--- src/rtl/spart_pkg.sv ---
// SPART controller shared definitions: register map, status bits,
// TX sequencer states and the reset divisor.
package spart_pkg;

   localparam logic [1:0] ADDR_DATA   = 2'b00;
   localparam logic [1:0] ADDR_STATUS = 2'b01;
   localparam logic [1:0] ADDR_DB_LO  = 2'b10;
   localparam logic [1:0] ADDR_DB_HI  = 2'b11;

   localparam int ST_RDA = 0;
   localparam int ST_TBR = 1;
   localparam int ST_OVR = 2;

   localparam logic [15:0] DEFAULT_DIV = 16'd5207;

   typedef enum logic [1:0] {
      TX_IDLE,
      TX_LOAD,
      TX_WAIT
   } tx_state_e;

endpackage

--- src/rtl/spart_if.sv ---
// Processor I/O bus between the CPU (master) and the SPART
// controller (slave).
interface spart_if;

   logic       iocs;
   logic       iorw;
   logic [1:0] ioaddr;
   logic [7:0] databus_in;
   logic [7:0] databus_out;
   logic       databus_oe;

   modport master (
      output iocs, iorw, ioaddr, databus_in,
      input  databus_out, databus_oe
   );

   modport slave (
      input  iocs, iorw, ioaddr, databus_in,
      output databus_out, databus_oe
   );

endinterface

--- src/rtl/spart_baud_gen.sv ---
// Divisor register and bit-time down-counter producing baud_en.
// A divisor write restarts the count from the new value.
module spart_baud_gen
   import spart_pkg::*;
#(
   parameter logic [15:0] DEFAULT_DIVISOR = DEFAULT_DIV
) (
   input  logic        clk,
   input  logic        rst_n,
   input  logic        wr_lo,
   input  logic        wr_hi,
   input  logic [7:0]  wdata,
   output logic [15:0] divisor,
   output logic        baud_en
);

   logic [15:0] cnt;
   logic [15:0] div_nx;
   logic        reload;

   always_comb begin
      div_nx = divisor;
      if (wr_lo) div_nx[7:0]  = wdata;
      if (wr_hi) div_nx[15:8] = wdata;
   end

   always_ff @(posedge clk or negedge rst_n) begin
      if (!rst_n) begin
         divisor <= DEFAULT_DIVISOR;
         cnt     <= DEFAULT_DIVISOR;
         reload  <= 1'b0;
      end else begin
         divisor <= div_nx;
         reload  <= wr_lo | wr_hi;
         if (wr_lo | wr_hi)
            cnt <= div_nx;
         else if (cnt == 16'd0)
            cnt <= divisor;
         else
            cnt <= cnt - 16'd1;
      end
   end

   // reload masks the pulse when a new divisor of 0 lands
   assign baud_en = (cnt == 16'd0) & ~reload;

endmodule

--- src/rtl/spart_ctrl.sv ---
// SPART bus controller: register decode, RX buffering, TX sequencing.
// Define SPART_RX_FIFO_EN for an RX_DEPTH-entry RX FIFO.
module spart_ctrl
   import spart_pkg::*;
#(
   parameter logic [15:0] DEFAULT_DIVISOR = DEFAULT_DIV
`ifdef SPART_RX_FIFO_EN
   , parameter int RX_DEPTH = 4
`endif
) (
   input  logic       clk,
   input  logic       rst_n,
   spart_if.slave     bus,
   output logic [7:0] tx_data,
   output logic       tx_start,
   input  logic       tx_busy,
   input  logic [7:0] rx_data,
   input  logic       rx_valid,
   output logic       baud_en,
   output logic       rda,
   output logic       tbr
);

   logic rd, wr;
   logic rd_dat, rd_st, rd_lo, rd_hi;
   logic wr_dat, wr_lo, wr_hi;
   logic pop, push_ok, full, have, ovr;
   logic [7:0] head, rdata, stat;
   logic [15:0] divisor;

   assign rd     = bus.iocs & bus.iorw;
   assign wr     = bus.iocs & ~bus.iorw;
   assign rd_dat = rd & (bus.ioaddr == ADDR_DATA);
   assign rd_st  = rd & (bus.ioaddr == ADDR_STATUS);
   assign rd_lo  = rd & (bus.ioaddr == ADDR_DB_LO);
   assign rd_hi  = rd & (bus.ioaddr == ADDR_DB_HI);
   assign wr_dat = wr & (bus.ioaddr == ADDR_DATA);
   assign wr_lo  = wr & (bus.ioaddr == ADDR_DB_LO);
   assign wr_hi  = wr & (bus.ioaddr == ADDR_DB_HI);

   assign pop     = rd_dat & have;
   assign push_ok = rx_valid & (~full | pop);

`ifdef SPART_RX_FIFO_EN
   localparam int AW = $clog2(RX_DEPTH);
   localparam logic [AW:0] FULL_CNT = (AW+1)'(RX_DEPTH);

   logic [7:0]    mem [RX_DEPTH];
   logic [AW-1:0] wp, rp;
   logic [AW:0]   cnt;

   always_ff @(posedge clk or negedge rst_n) begin
      if (!rst_n) begin
         for (int i = 0; i < RX_DEPTH; i++) mem[i] <= '0;
         wp  <= '0;
         rp  <= '0;
         cnt <= '0;
      end else begin
         if (push_ok) begin
            mem[wp] <= rx_data;
            wp      <= wp + 1'b1;
         end
         if (pop) rp <= rp + 1'b1;
         case ({push_ok, pop})
            2'b10:   cnt <= cnt + 1'b1;
            2'b01:   cnt <= cnt - 1'b1;
            default: cnt <= cnt;
         endcase
      end
   end

   assign full = (cnt == FULL_CNT);
   assign have = (cnt != '0);
   assign head = mem[rp];
`else
   logic [7:0] rx_buf;
   logic       rx_full;

   always_ff @(posedge clk or negedge rst_n) begin
      if (!rst_n) begin
         rx_buf  <= '0;
         rx_full <= 1'b0;
      end else if (push_ok) begin
         rx_buf  <= rx_data;
         rx_full <= 1'b1;
      end else if (pop) begin
         rx_full <= 1'b0;
      end
   end

   assign full = rx_full;
   assign have = rx_full;
   assign head = rx_buf;
`endif

   assign rda = have;

   // a set in the same cycle as a status read wins
   always_ff @(posedge clk or negedge rst_n) begin
      if (!rst_n)
         ovr <= 1'b0;
      else if (rx_valid & full & ~pop)
         ovr <= 1'b1;
      else if (rd_st)
         ovr <= 1'b0;
   end

   always_comb begin
      stat         = '0;
      stat[ST_RDA] = rda;
      stat[ST_TBR] = tbr;
      stat[ST_OVR] = ovr;
   end

   always_comb begin
      rdata = '0;
      unique case (1'b1)
         rd_dat:  rdata = have ? head : 8'h00;
         rd_st:   rdata = stat;
         rd_lo:   rdata = divisor[7:0];
         rd_hi:   rdata = divisor[15:8];
         default: rdata = '0;
      endcase
   end

   assign bus.databus_out = rdata;
   assign bus.databus_oe  = rd;

   tx_state_e  state;
   logic [7:0] hold;
   logic       hold_full, hold_ld;

   assign hold_ld = wr_dat & ~hold_full;
   assign tbr     = ~hold_full;

   always_ff @(posedge clk or negedge rst_n) begin
      if (!rst_n) begin
         state     <= TX_IDLE;
         hold      <= '0;
         hold_full <= 1'b0;
         tx_start  <= 1'b0;
         tx_data   <= '0;
      end else begin
         tx_start <= 1'b0;
         if (hold_ld) begin
            hold      <= bus.databus_in;
            hold_full <= 1'b1;
         end
         unique case (state)
            TX_IDLE:
               if ((hold_full | hold_ld) & ~tx_busy) begin
                  state    <= TX_LOAD;
                  tx_start <= 1'b1;
                  tx_data  <= hold_full ? hold : bus.databus_in;
               end
            TX_LOAD: begin
               hold_full <= 1'b0;
               state     <= TX_WAIT;
            end
            TX_WAIT:
               if (tx_busy) state <= TX_IDLE;
            default: state <= TX_IDLE;
         endcase
      end
   end

   spart_baud_gen #(
      .DEFAULT_DIVISOR(DEFAULT_DIVISOR)
   ) u_baud (
      .clk     (clk),
      .rst_n   (rst_n),
      .wr_lo   (wr_lo),
      .wr_hi   (wr_hi),
      .wdata   (bus.databus_in),
      .divisor (divisor),
      .baud_en (baud_en)
   );

endmodule

--- src/flat_wrapper.sv ---
// flat-port wrapper written by rule: the top's interface ports become plain ports
module spart_ctrl_flat import spart_pkg::*;
#(
   parameter logic [15:0] DEFAULT_DIVISOR = DEFAULT_DIV

)
  (clk, rst_n, tx_data, tx_start, tx_busy, rx_data, rx_valid, baud_en, rda, tbr, bus_iocs, bus_iorw, bus_ioaddr, bus_databus_in, bus_databus_out, bus_databus_oe);
  spart_if bus_i ();
  input  logic clk;
  input  logic rst_n;
  output logic [7:0] tx_data;
  output logic tx_start;
  input  logic tx_busy;
  input  logic [7:0] rx_data;
  input  logic rx_valid;
  output logic baud_en;
  output logic rda;
  output logic tbr;
  input wire logic [$bits(bus_i.iocs)-1:0] bus_iocs;
  input wire logic [$bits(bus_i.iorw)-1:0] bus_iorw;
  input wire logic [$bits(bus_i.ioaddr)-1:0] bus_ioaddr;
  input wire logic [$bits(bus_i.databus_in)-1:0] bus_databus_in;
  output wire logic [$bits(bus_i.databus_out)-1:0] bus_databus_out;
  output wire logic [$bits(bus_i.databus_oe)-1:0] bus_databus_oe;
  assign bus_i.iocs = bus_iocs;
  assign bus_i.iorw = bus_iorw;
  assign bus_i.ioaddr = bus_ioaddr;
  assign bus_i.databus_in = bus_databus_in;
  assign bus_databus_out = bus_i.databus_out;
  assign bus_databus_oe = bus_i.databus_oe;
  spart_ctrl #(.DEFAULT_DIVISOR(DEFAULT_DIVISOR)) u_core (.clk(clk), .rst_n(rst_n), .bus(bus_i), .tx_data(tx_data), .tx_start(tx_start), .tx_busy(tx_busy), .rx_data(rx_data), .rx_valid(rx_valid), .baud_en(baud_en), .rda(rda), .tbr(tbr));
endmodule
--- config.mk ---
export PLATFORM = sky130hd
export DESIGN_NAME = spart_ctrl_flat
export DESIGN_NICKNAME = d
export VERILOG_FILES = /design/src/rtl/spart_pkg.sv /design/src/rtl/spart_if.sv /design/src/rtl/spart_baud_gen.sv /design/src/rtl/spart_ctrl.sv /design/src/flat_wrapper.sv
export SDC_FILE = /design/constraint.sdc
export NUM_CORES = 1
export LEC_CHECK = 0
export ABC_CLOCK_PERIOD_IN_PS = 4300
export CORE_UTILIZATION = 50
export DETAILED_ROUTE_END_ITERATION = 7
export PLACE_DENSITY = 0.74
export SLEW_MARGIN = 40
export SYNTH_ARGS = -nofsm -noshare
export SYNTH_HDL_FRONTEND = slang
export SYNTH_HIERARCHICAL = 1
export SYNTH_SLANG_ARGS = --single-unit
--- constraint.sdc ---
create_clock -name clk -period 4.3 [get_ports clk]
set_input_delay 0.43 -clock clk [delete_from_list [all_inputs] [get_ports clk]]
set_output_delay 0.43 -clock clk [all_outputs]
set_load 0.05 [all_outputs]
# Yosys cells after proc, flatten, opt, wreduce, memory -nomap -nowiden

Cells that the tools add are included.

Flip-flop bits (word level): 63
Bits in latches: 0
Bits in writable memories: 0
Memory bits (read-only): 0
Output and inout bits: 21
Logic and storage cells: 70
Memories kept: 0

$add $sub $neg: 1
Multiply operators: 0
Div/mod/pow operators: 0
Order comparisons: 0
Equal/unequal tests: 7
Shift-type cells: 0
Mux-type cells: 18
Bitwise logic cells: 25
Reduce and logical (&&, ||, !) cells: 8

Operators by type and width:

| kind                                                | number |
|---|---|
| two-way mux 16 bit                                  | 2 |
| two-way mux 8 bit                                   | 4 |
| one-hot mux 8 bit (4 select lines)                  | 1 |
| bitwise AND 1 bit                                   | 16 |
| logical NOT 16 bit                                  | 1 |
| subtractor 16 x 1 -> 16 bit (second input constant) | 1 |
| two-way mux 1 bit                                   | 8 |
| == test 2 bit (second input constant)               | 3 |
| inverter 1 bit                                      | 6 |
| one-hot mux 2 bit (3 select lines)                  | 1 |
| nonzero test 2 bit                                  | 3 |
| == test 2 x 1 -> 1 bit (second input constant)      | 2 |
| logical NOT 2 bit                                   | 2 |
| two-way mux 2 bit                                   | 2 |
| AND reduction 2 bit                                 | 2 |
| OR 1 bit                                            | 3 |
| != test 2 x 1 -> 1 bit (second input constant)      | 1 |
| != test 2 bit (second input constant)               | 1 |

# Longest topological paths before layout

Depth after elaboration: 8
Depth in mapped cells: 8
Gate-level depth less buffers: 7

# Cells and area by module

Netlist, hierarchy kept.

Modules (own cells, without submodules):

| module         | instances | cells an instance | area an instance (um^2) |
|---|---|---|---|
| spart_baud_gen | 1         | 168               | 1,694.1 |
| spart_ctrl     | 1         | 116               | 1,516.5 |

# Worst setup path after synthesis

OpenSTA, ideal clock, no wires.

Path type: register -> output
Start: reg u_core.u_baud.cnt[0]
End: out baud_en
Data arrival time: 2,107 ps
Required time: 3,870 ps
Slack: 1,763 ps
Cell stages (with the launch flop): 6
Buffers on the path: 0
Path through: dfstp_2 > inv_1 > ha_1 > or3b_2 > nor4_2 > nor2b_1

Word-level cells in the longest chain between the ends: 2

Ends and longest elaborated chain:

| item                   | line                 | text |
|---|---|---|
| start, declared        | spart_baud_gen.sv:17 | `logic [15:0] cnt;` |
| start signal, assigned | spart_baud_gen.sv:36 | `cnt <= div_nx;` |
| start signal, assigned | spart_baud_gen.sv:38 | `cnt <= divisor;` |
| start signal, assigned | spart_baud_gen.sv:40 | `cnt <= cnt - 16'd1;` |
| logical NOT 16 bit     | spart_baud_gen.sv:45 | `assign baud_en = (cnt == 16'd0) & ~reload;` |
| bitwise AND 1 bit      | spart_baud_gen.sv:45 |  |
| end, declared          | flat_wrapper.sv:16   | `output logic baud_en;` |

Every way passes these cells.

# Worst setup path after layout

Ends and elaborated chain as after synthesis.

==> summary.txt <==
Global route
  – Number of global-route vias before repair: 2235
  – Gr busiest metal: met2
  – Initial antenna violation count: 0
  – GRT Util Overall: 23.27%
  – Grt met3 use: 4.505%
  – Pin count of the biggest net entering global routing: 64
  – Grt met2 use: 35.45%
  – First-pass GRT wire length: 11270 microns
  – Grt ovf: 0
  – Met1 Use GR: 32.17%

CTS
  – Clk sinks: 63
  – CTS root buffer: clkbuf_8
  – CTS resizes: 0
  – Clock Pin Slew Worst Setup and Hold Paths: 0.07 ns
  – Total CTS buffers: 9
  – CTS Buffer Depth: 2
  – Setup bufs post-CTS: 0
  – Worst-skew pair later-pin latency: 0.34 ns
  – TritonCTS clock tree: built
  – H-tree depth: 3
  – CTS Hold Bufs: 0

STA
  – Period utilization: 77.48%
  – Final Max Slew Viols: 0
  – Worst hold slack: 0.1645 ns
  – Final hold vios: 0
  – RSZ-0062 raised after global routing: false
  – Final Skew: 0.007156 ns
  – Final setup fails: 0
  – Fin crit period: 3.332 ns
  – FMAX: 0.3002 GHz
  – Relative slew slack: 52.36%
  – Post-route setup TNS: 0 ns
  – Worst Max-Slew Pin Slew: 0.7091 ns

Synthesis
  – Post-synth top area share: 38.19%
  – Unique masters post-synth: 47
  – Syn Area/Cell: 11.30 sq um
  – Cells after synthesis: 284
  – Seq/Total Area, Yosys: 49.65%
  – Synth Net Count: 310
  – Syn. warnings: 6
  – Mapped cell area: 3211 sq um
  – Area contributors post-synth: dfrtp_1 (38%), mux2_2 (13%), dfstp_2 (11%)
  – Flops & latches, synth: 63
  – Yosys top cell by area: dfrtp_1

Worst setup path
  – R2R cell count: 5
  – Crit. End Element: primary output
  – Slowest cell on crit path: clkdlybuf4s50_1
  – Critical register-to-register path startpoint: u_core/u_baud/cnt[5]
  – CP Cell Sequence: inv_1 > ha_1 > or3b_2 > nor4_2 > nor2b_1 > clkdlybuf4s50_1
  – Crit Path Max Fanout: 4
  – Worst setup SP type: flop
  – WP buf/inv: 2
  – Stages on worst setup path: 6
  – Max stage delay on crit path: 0.80 ns
  – Worst path required time: 3.87 ns
  – Crit path max-delay family: simple AND/OR/NAND/NOR gates
  – Worst EP arrival: 2.90 ns
  – CP startpoint: u_core/u_baud/cnt[0]
  – WS Path Type: reg -> out

Place
  – # port buffers: 44
  – Placer Congestion: 0.8288
  – Final HPWL DP: 5232 microns

Route
  – Total Wirelength: 7110 microns
  – DR vias: 2330
  – Post-route DRC: 0
  – Vias per cell: 5.683
  – DR pass1 iterations: 4
  – Initial drt markers: 116
  – Antenna-violating nets left: 0
  – Wire per inst: 17.34 microns

Run
  – Max-cap viol count: 0

Power and ir drop
  – Leakage Power: 1.652 nW
  – VDD IR-drop max: 0.0004788 V
  – Power per Cell Area: 594.7 nW/um^2

Run status
  – Status: complete, no violations

Layout
  – Most frequent cells in the layout: dfrtp_1 (49), clkdlybuf4s50_1 (43), mux2_2 (36)
  – # nets final: 356
  – Area grow syn2layout: 21.28%
  – Most common cell after layout, fill and taps aside: dfrtp_1
  – Diodes inserted: 0
  – Share of cells above drive strength 1: 23.88%

Floorplanning
  – Die Span X: 82.13 microns
  – Starting Density: 52.97%
  – Die area: 6745 sq um
  – # IOs: 45
  – FP Rows: 28
  – Die span in y: 82.13 microns
  – Core area: 6061 sq um

Hold path
  – Hold WC Path Type: in -> async
==> sequential cells by signal, indices dropped and copies added, names as in the netlist <==
signal                 flops
u_core/u_baud/divisor     16
u_core/hold_full           1
u_core/hold                8
u_core/u_baud/reload       1
u_core/rda                 1
u_core/state               2
u_core/tx_start            1
u_core/u_baud/cnt         16
u_core/ovr                 1
u_core/tx_data             8
u_core/head                8
==> layer usage <==
metal  wire length, microns  vias to the layer above
met4                    108                        0
met1                   3336                     1159
met2                   3377                       59
li1                       -                     1101
met5                      0                        -
met3                    288                       11
==> cells by family (layout without fill, tap and decap cells) <==
family	after synthesis	count (layout)	share of synthesized area [%]
AND/OR/NAND/NOR	88	88	15.59
flip-flops	63	63	49.65
multiplexers	52	52	17.61
AO/OA/AOI/OAI	42	42	9.665
buffers and inverters	26	77	3.702
XOR/XNOR	11	11	3.001
adder cells (fa/ha/maj)	2	2	0.7793
==> power by group <==
group          leakage (nW)  internal (mW)  switching [mW]  total [mW]
logic                 0.822          0.373           0.438       0.811
clock network        0.0875          0.267           0.242       0.508
registers             0.743          0.825           0.172       0.996
==> final cells by class <==
class	instances	area, sq um
fill	501	2167
sequential	63	1594
multi-input combinational	195	1498
timing repair buffer	46	454.2
clock buffer	9	123.9
tap	75	93.84
clock inverter	7	73.82
inverter	15	56.30
==> Yosys cell counts, drive strengths merged <==
cell type   n
mux2       36
nor2       19
clkbuf      5
inv        15
or3b        1
nand3b      1
o21ai      15
dfrtp      49
a41oi       1
nor3        7
ha          2
and3        1
or4b        1
nor4        1
mux2i      16
and3b       1
a221oi      1
a21o        1
o221ai      6
a21oi       5
nor2b       6
nor4b       2
and2        3
xor2        6
nand2      25
xnor2       5
nand2b      8
buf         6
or4         4
o21bai      1
a221o       3
and4bb      1
nand4       1
o31ai       3
nand3       5
nand4b      1
o2bb2ai     5
dfstp      14
a211oi      1
==> final timing paths <==
kind,end,slack (ns)
worst max-delay path,baud_en,0.97
worst min-delay path,u_core/u_baud/cnt[13],0.16
worst max register to register,u_core/u_baud/cnt[15],1.85
worst min register to register,u_core/u_baud/divisor[4],0.50
max in group asynchronous,u_core/u_baud/divisor[2],3.74
min in group clk,u_core/u_baud/divisor[4],0.50
==> stage by stage <==
step | cell area, sq um | std cells | utilization (%) | worst slack [ns] | total power, mW
2_1_floorplan | 3211 | 284 | - | 1.763 | 1.550
3_3_place_gp | 3692 | 394 | 60.92 | 1.123 | 1.790
3_5_place_dp | 3692 | 394 | 60.92 | 1.082 | 1.819
4_1_cts | 3890 | 410 | 64.18 | 0.9644 | 2.335
5_1_grt | 3894 | 410 | 64.24 | 0.8644 | 2.446
6_report | 3894 | 410 | 64.24 | 0.9684 | 2.316
==> worst register-to-register path, cell delays in order (launching register included) <==
cell	delay, ns
dfrtp_1	0.43
or4_4	0.58
or4_1	0.64
nor3_1	0.30
mux2i_1	0.23
o221ai_1	0.13
Power figures use the tool's default switching activity.
